### src/rtl/conv_layer_sequencer.sv
// conv_layer_sequencer: loads feature map / weight bank from host bursts and
// streams each kernel into the convolution engine, one engine run per kernel.
module conv_layer_sequencer #(
  parameter int DATA_W      = 16,
  parameter int KM          = 3,
  parameter int KN          = 3,
  parameter int NUM_KERNELS = 4,
  parameter int W_ADDR_W    = 8,
  parameter int FM_ADDR_W   = 10,
  localparam int KI_W       = $clog2(NUM_KERNELS + 1)
) (
  input  logic                 clk,
  input  logic                 rst,
  input  logic                 mem_sel,
  input  logic                 wr_en,
  input  logic [DATA_W-1:0]    mem_in,
  input  logic                 start,
  input  logic                 abort,
  output logic                 eng_wr,
  output logic                 eng_sel,
  output logic [FM_ADDR_W-1:0] eng_addr,
  output logic [DATA_W-1:0]    eng_data,
  output logic                 eng_start,
  input  logic                 eng_done,
  output logic [KI_W-1:0]      kernel_idx,
  output logic                 busy,
  output logic                 done,
  output logic                 load_ovf
);
  localparam int N  = KM * KN;
  localparam int CW = $clog2(N + 1);
  typedef enum logic [2:0] {IDLE, LOAD_FM, LOAD_W, PRELOAD, RUN, FINISH} state_t;
  state_t                state_q, state_d;
  logic                  eng_wr_q, eng_wr_d, eng_sel_q, eng_sel_d, eng_start_q, eng_start_d;
  logic [FM_ADDR_W-1:0]  eng_addr_q, eng_addr_d;
  logic [DATA_W-1:0]     eng_data_q, eng_data_d;
  logic [KI_W-1:0]       kidx_q, kidx_d;
  logic                  busy_q, done_q, done_d, ovf_q, ovf_d;
  logic [W_ADDR_W:0]     w_cnt_q, w_cnt_d;
  logic [CW-1:0]         cnt_q, cnt_d;
  logic                  ram_we;
  logic [W_ADDR_W-1:0]   ram_wa, rd_addr;
  logic [DATA_W-1:0]     ram [2**W_ADDR_W];
  assign rd_addr = W_ADDR_W'(int'(kidx_q) * N + int'(cnt_q));
  // w_cnt_q MSB set means the RAM is full; further words only flag overflow
  always_comb begin
    state_d     = state_q;
    eng_wr_d    = 1'b0;
    eng_sel_d   = eng_sel_q;
    eng_addr_d  = eng_addr_q;
    eng_data_d  = eng_data_q;
    eng_start_d = 1'b0;
    kidx_d      = kidx_q;
    done_d      = 1'b0;
    ovf_d       = ovf_q;
    w_cnt_d     = w_cnt_q;
    cnt_d       = cnt_q;
    ram_we      = 1'b0;
    ram_wa      = w_cnt_q[W_ADDR_W-1:0];
    if (abort) begin
      state_d = IDLE;
      kidx_d  = '0;
    end else begin
      case (state_q)
        IDLE: begin
          if (wr_en && mem_sel) begin
            state_d = LOAD_W;
            ram_we  = 1'b1;
            ram_wa  = '0;
            w_cnt_d = (W_ADDR_W+1)'(1);
            ovf_d   = 1'b0;
          end else if (wr_en) begin
            state_d    = LOAD_FM;
            eng_wr_d   = 1'b1;
            eng_sel_d  = 1'b0;
            eng_addr_d = '0;
            eng_data_d = mem_in;
          end else if (start) begin
            state_d = PRELOAD;
            kidx_d  = '0;
            cnt_d   = '0;
          end
        end
        LOAD_FM: begin
          if (wr_en) begin
            eng_wr_d   = 1'b1;
            eng_addr_d = eng_addr_q + FM_ADDR_W'(1);
            eng_data_d = mem_in;
          end else state_d = IDLE;
        end
        LOAD_W: begin
          if (!wr_en) state_d = IDLE;
          else if (w_cnt_q[W_ADDR_W]) ovf_d = 1'b1;
          else begin
            ram_we  = 1'b1;
            w_cnt_d = w_cnt_q + (W_ADDR_W+1)'(1);
          end
        end
        PRELOAD: begin
          if (cnt_q == CW'(N)) begin
            eng_start_d = 1'b1;
            state_d     = RUN;
          end else begin
            eng_wr_d   = 1'b1;
            eng_sel_d  = 1'b1;
            eng_addr_d = FM_ADDR_W'(cnt_q);
            eng_data_d = ram[rd_addr];
            cnt_d      = cnt_q + CW'(1);
          end
        end
        RUN: begin
          if (eng_done && kidx_q == KI_W'(NUM_KERNELS - 1)) begin
            state_d = FINISH;
            done_d  = 1'b1;
          end else if (eng_done) begin
            state_d = PRELOAD;
            kidx_d  = kidx_q + KI_W'(1);
            cnt_d   = '0;
          end
        end
        FINISH: begin
          state_d = IDLE;
          kidx_d  = '0;
        end
        default: state_d = IDLE;
      endcase
    end
  end
  always_ff @(posedge clk) begin
    if (rst) begin
      state_q     <= IDLE;
      eng_wr_q    <= 1'b0;
      eng_sel_q   <= 1'b0;
      eng_addr_q  <= '0;
      eng_data_q  <= '0;
      eng_start_q <= 1'b0;
      kidx_q      <= '0;
      busy_q      <= 1'b0;
      done_q      <= 1'b0;
      ovf_q       <= 1'b0;
      w_cnt_q     <= '0;
      cnt_q       <= '0;
    end else begin
      state_q     <= state_d;
      eng_wr_q    <= eng_wr_d;
      eng_sel_q   <= eng_sel_d;
      eng_addr_q  <= eng_addr_d;
      eng_data_q  <= eng_data_d;
      eng_start_q <= eng_start_d;
      kidx_q      <= kidx_d;
      busy_q      <= state_d != IDLE;
      done_q      <= done_d;
      ovf_q       <= ovf_d;
      w_cnt_q     <= w_cnt_d;
      cnt_q       <= cnt_d;
    end
  end
  always_ff @(posedge clk) begin
    if (ram_we && !rst) ram[ram_wa] <= mem_in;
  end
  assign eng_wr     = eng_wr_q;
  assign eng_sel    = eng_sel_q;
  assign eng_addr   = eng_addr_q;
  assign eng_data   = eng_data_q;
  assign eng_start  = eng_start_q;
  assign kernel_idx = kidx_q;
  assign busy       = busy_q;
  assign done       = done_q;
  assign load_ovf   = ovf_q;
endmodule

### config.mk
export PLATFORM = sky130hd
export DESIGN_NAME = conv_layer_sequencer
export DESIGN_NICKNAME = d
export VERILOG_FILES = /design/src/rtl/conv_layer_sequencer.sv
export SDC_FILE = /design/constraint.sdc
export NUM_CORES = 2
export LEC_CHECK = 0
export BUFFER_PORTS_ARGS = -buffer_cell sky130_fd_sc_hd__buf_2
export CAP_MARGIN = 20
export CORE_MARGIN = 1
export CORE_UTILIZATION = 60
export CTS_CLUSTER_SIZE = 12
export DETAILED_ROUTE_END_ITERATION = 8
export PLACE_DENSITY = 0.76
export SYNTH_ARGS = -nofsm -noshare
export SYNTH_HDL_FRONTEND = slang
export SYNTH_SLANG_ARGS = --single-unit
### constraint.sdc
create_clock -name clk -period 4.2 [get_ports clk]
set_clock_uncertainty 0.1 [all_clocks]
set_input_delay 0.21 -clock clk [delete_from_list [all_inputs] [get_ports clk]]
set_output_delay 0.21 -clock clk [all_outputs]
set_load 0.02 [all_outputs]
Word-level counts from Yosys, hierarchy flattened --
Memory sizes are Yosys's and may differ from the RTL's. Cells that the tools add are included.
Storage, ports and cells: logic and storage cells 124, memories kept 1, flip-flop bits (word level) 51, bits in writable memories 4096, input bits 23, output and inout bits 35
Operators by class: mux-type cells 59, $mul 1, equal/unequal tests 19, $add $sub $neg 5, reductions and logical operators 23, bitwise gates (word level) 3
Memory list:
- ram | words 256, bits a word 16, read ports 1, clocked after Yosys merged registers in 0, write ports 1, line 43 | logic [DATA_W-1:0] ram [2**W_ADDR_W];
Operators with widths (number):
- $mux W16 | 3
- $pmux W16 S3 | 1
- $mux W10 | 4
- $mux W3 | 13
- $pmux W10 S3 | 1
- $mux W9 | 3
- $mux W4 | 6
- $mux W8 | 3
- $ne A2 B2 Y1 const B | 12
- $pmux W9 S2 | 1
- $mux W1 | 17
- $reduce_and A5 Y1 | 3
- $pmux W3 S4 | 1
- $pmux W4 S3 | 1
- $reduce_and A6 Y1 | 2
- $reduce_bool A3 Y1 | 4
- $add A10 B1 Y10 const B | 1
- $add A9 B1 Y9 const B | 1
- $eq A3 B2 Y1 const B | 3
- $pmux W3 S3 | 1
- $add A7 B4 Y8 | 1
- $reduce_and A4 Y1 | 2
- $reduce_and A8 Y1 | 1
- $mul A3 B4 Y7 const B | 1
- 14 further kinds | 24

Longest topological paths before layout --
depth after elaboration 7, mapped depth 15, mapped depth without buffers 11

Worst setup path after synthesis --
Ideal clock, no wire load.
path kind register to register, start point reg kidx_q[0], in the netlist kernel_idx[0], end point reg eng_data_q[2], in the netlist eng_data[2], setup slack 758 ps, library setup time 148 ps, arrival 3194 ps, clock period less this slack 3442 ps, path buffers 3, data required time 3952 ps, stages on the path, launching flop included 12, cell sequence dfxtp_1 > ha_1 > ha_1 > inv_1 > fa_1 > buf_2 > clkbuf_1 > clkbuf_1 > mux4_2 > a22o_1 > o41ai_1 > a311oi_1
On the way: word-level cells in the longest chain between the ends 5
RTL lines:
- start, declared | line 37 | logic [KI_W-1:0] kidx_q, kidx_d;
- start signal, assigned | line 150 | kidx_q <= kidx_d;
- $mul A3 B4 Y7 | line 44 | assign rd_addr = W_ADDR_W'(int'(kidx_q) * N + int'(cnt_q));
- $add A7 B4 Y8 | line 44
- $mem_v2 Z256 W16
- $mux W16 | line 100 | if (cnt_q == CW'(N)) begin
- $pmux W16 S3 | line 64 | case (state_q)
- end signal, assigned | line 148 | eng_data_q <= eng_data_d;
- end, declared | line 36 | logic [DATA_W-1:0] eng_data_q, eng_data_d;
No other way between the ends. The select of a mux whose other input is x is not followed. A chain may end at the register's enable or synchronous reset.

Worst setup path in the final report --
start point reg state_q[0], end point mem ram[61][3], enable pin
On the way: word-level cells in the longest chain between the ends 6, elaborated cells between the ends (all ways) 9, classes of those cells eq/ne: 1; mux: 6; reduce/logical: 2
RTL lines:
- start, declared | line 33 | state_t state_q, state_d;
- start signal, assigned | line 144 | state_q <= state_d;
- $eq A3 B2 Y1 / $logic_not A3 Y1 (equally long branches) | line 64
- $pmux W1 S2 | line 64
- $mux W1 | line 60 | if (abort) begin
- $logic_and A1 B1 Y1 | line 159 | if (ram_we && !rst) ram[ram_wa] <= mem_in;
- $mux W1 | line 159
- $mux W1 (not written as such) | line 159
- end, declared | line 43
Parallel ways exist; a longest one is shown, timed or not.

==> impl_metrics.py <==
metrics = {
    "sta": {
        "fin_crit_sh_pct": 96.9,
        "finalSetupViolCount": 0,
        "clock.fmax_ghz": 0.246,
        "worst_pin_slew_ns": 1.10,
        "setup_tns_ns": 0,
        "slew_headroom_pct": 26.7,
        "rsz0062_at_grt": "no",
        "final-max-slew-violation-count": 0,
        "finalHoldViolCount": 0,
        "fin_crit_ns": 4.07,
    },
    "clocking": {
        "cts_buffers": 180,
        "clockRootBuffer": "clkbuf_16",
        "cts_sinks": 1843,
        "clk_latency_ns": 0.79,
        "cts_setup_buffers": 0,
        "cts_hold_buf": 23,
        "cts_tree": "done",
        "cts_resized": 0,
        "htree_levels": 4,
        "clk_path_buf_depth": 3,
        "clk_pin_slew_worst_paths_ns": 0.06,
    },
    "setup_path": {
        "crit_path_end": "ram[61][3]",
        "crit_path_start": "state_q[0]",
        "arrival_ns": 4.44,
        "rr_worst_depth": 8,
        "reg2reg_to": "ram[61][3]",
        "crit_type": "flip-flop to flip-flop",
        "end_kind": "flip-flop",
        "reg2reg_slack_ns": 0.13,
        "worstPathMaxFanout": 12,
        "required_ns": 4.57,
        "cp-start-kind": "flip-flop",
        "r2r_start": "state_q[0]",
    },
    "synth": {
        "synth_edf_count": 1792,
        "yosysSeqAreaShare_pct": 76.6,
        "yosys_register_bits": 1843,
        "yosys_warnings": 0,
        "async_reset_ff_share_pct": 0,
        "synth_area_per_cell_um2": 21.6,
        "yosysUniqueCellTypes": 68,
        "syn_inst": 3318,
        "synthFlopType": "edfxtp_1",
        "syn_area_um2": 71600,
        "syn_nets": 3357,
    },
    "cells_and_area": {
        "n_fill_cell": 6962,
        "area_growth_pct": 13.0,
        "layout_common_cells": "edfxtp_1, mux4_2, buf_4",
        "final_common_cell": "edfxtp_1",
        "drive_gt1_share_pct": 28.5,
        "fin_area_um2": 80800,
        "nets": 3733,
        "multi_input_area_um2": 15800,
        "regArea_um2": 54800,
    },
    "floorplan": {
        "core_um2": 118000,
        "std_cell_rows": 126,
        "die_h_um": 347,
        "start_util_pct": 60.6,
        "die_width_um": 347,
        "die_area_um2": 121000,
        "ioPinCount": 58,
    },
    "route": {
        "drc": 0,
        "drt_iter0_drc": 5676,
        "wl_um": 195000,
        "vias": 37500,
        "vias_per_cell": 7.04,
        "antenna_left": 0,
        "first_pass_iters": 7,
        "drt-wirelength-per-cell_um": 36.6,
    },
    "power_and_ir_drop": {
        "power_density_nw_per_um2": 441,
        "leakage_nw": 25.3,
        "ir_drop_v": 0.000406,
    },
    "global_routing": {
        "grt_max_degree": 77,
        "grt_pass1_vias": 37000,
        "gr-usage-all-layers_pct": 32.9,
        "antenna_found_initial": 14,
        "grt_overflow": 0,
        "grt_first_pass_wirelength_um": 275000,
    },
    "hold_path": {
        "holdCritPathClass": "input pin to flip-flop",
    },
    "placement": {
        "io_buffers": 57,
        "gp_congestion": 0.977,
        "placed_cell_area_um2": 75400,
        "hpwl_um": 122000,
    },
    "flow_run": {
        "max_cap_viol_count": 0,
    },
    "status": {
        "status": "finished clean",
    },
}
synth_stat cells, types with 12 or more instances:
library cell     n  area [um2]
a211oi_1        22         165
a21oi_1         55         275
a22oi_1         69         518
buf_2           42         210
buf_4           35         263
buf_6           18         203
clkbuf_1        72         270
dfxtp_1         51        1020
edfxtp_1      1792       53800
ha_1            15         188
mux2i_1         36         360
mux4_2         492       11100
nand2_1        143         537
nand3_1         22         110
nor2_1         192         721
nor3_1          42         210
nor3b_1         12        90.1
o21ai_0         25         125
or3_1           12        75.1
worst max-delay path, cell delays in order (launching register included):
cell	delay, ns
dfxtp_1	0.31
nor2_1	0.59
o211ai_1	0.23
nor2_1	0.26
nand2b_1	0.16
nor3b_1	0.51
nand2_1	0.54
nor2_1	0.63
buf_4	0.38
metrics by stage:
stage                     util [%]  worst slack (ns)  instances  total power, mW  hold slack, ns
after floorplan                  -             0.758       3318             20.8           0.209
after detailed placement      63.8             0.153       5025             21.3           0.434
after CTS                     68.4             0.136       5323             35.7          0.0165
after global routing          68.4            0.0386       5323             36.4          0.0705
after global placement        63.8             0.189       5025             21.2           0.397
final                         68.5             0.128       5327             35.6          0.0948
cell families (layout without fill, tap and decap cells):
group / count (synthesis) / after routing / share of synthesized area, %
DFF: 1843 / 1843 / 76.6
xor gates and xnor gates: 13 / 13 / 0.170
adders and majority gates: 16 / 16 / 0.290
other: 0 / 4 / 0
muxes: 530 / 530 / 16.0
and+or+nand+nor: 482 / 482 / 3.01
buffers and inverters: 188 / 657 / 1.43
AOI/OAI and AO/OA: 246 / 246 / 2.45
registers in the layout, indices dropped and copies added, names as in the netlist:
signal	count
kernel_idx	3
load_ovf	1
eng_start	1
state_q	3
w_cnt_q	9
busy	1
eng_addr	10
eng_wr	1
done	1
cnt_q	4
ram	1792
eng_data	16
eng_sel	1
layer usage:
| metal | vias to the layer above | track usage (%) | share of wire [%] |
|---|---|---|---|
| met2 | 2815 | 51.6 | 48 |
| li1 | 14600 | - | - |
| met3 | 481 | 8.01 | 11 |
| met5 | - | 0 | 0.050 |
| met4 | 14 | 14.5 | 4.8 |
| met1 | 19600 | 44.5 | 36 |
power by group:
group	total, mW	switching, mW	internal [mW]
registers	20.2	0.0472	20.2
logic	0.668	0.520	0.148
clock network	14.7	6.59	8.13
total	35.6	7.16	28.5
cell type report:
cell class,instances,area share (%)
antenna,4,0.0124
clock buffer,237,6.02
clock inverter,38,0.438
inverter,11,0.0511
multi-input combinational,1287,19.5
sequential,1843,67.8
tap,1536,2.38
timing repair buffer,371,3.73
worst min path at each step:
stage | startpoint | to | slack, ns | cells past startpoint
3_3_place_gp | eng_addr[9] | eng_addr[9] | 0.40 | 2
5_1_grt | wr_en | w_cnt_q[1] | 0.07 | 5
4_1_cts | wr_en | w_cnt_q[1] | 0.02 | 5
6_report | wr_en | w_cnt_q[1] | 0.09 | 5
3_5_place_dp | eng_addr[7] | eng_addr[7] | 0.43 | 2
2_1_floorplan | mem_in[0] | ram[0][0] | 0.21 | 0
Note: power is estimated with default switching activity, not from simulation.
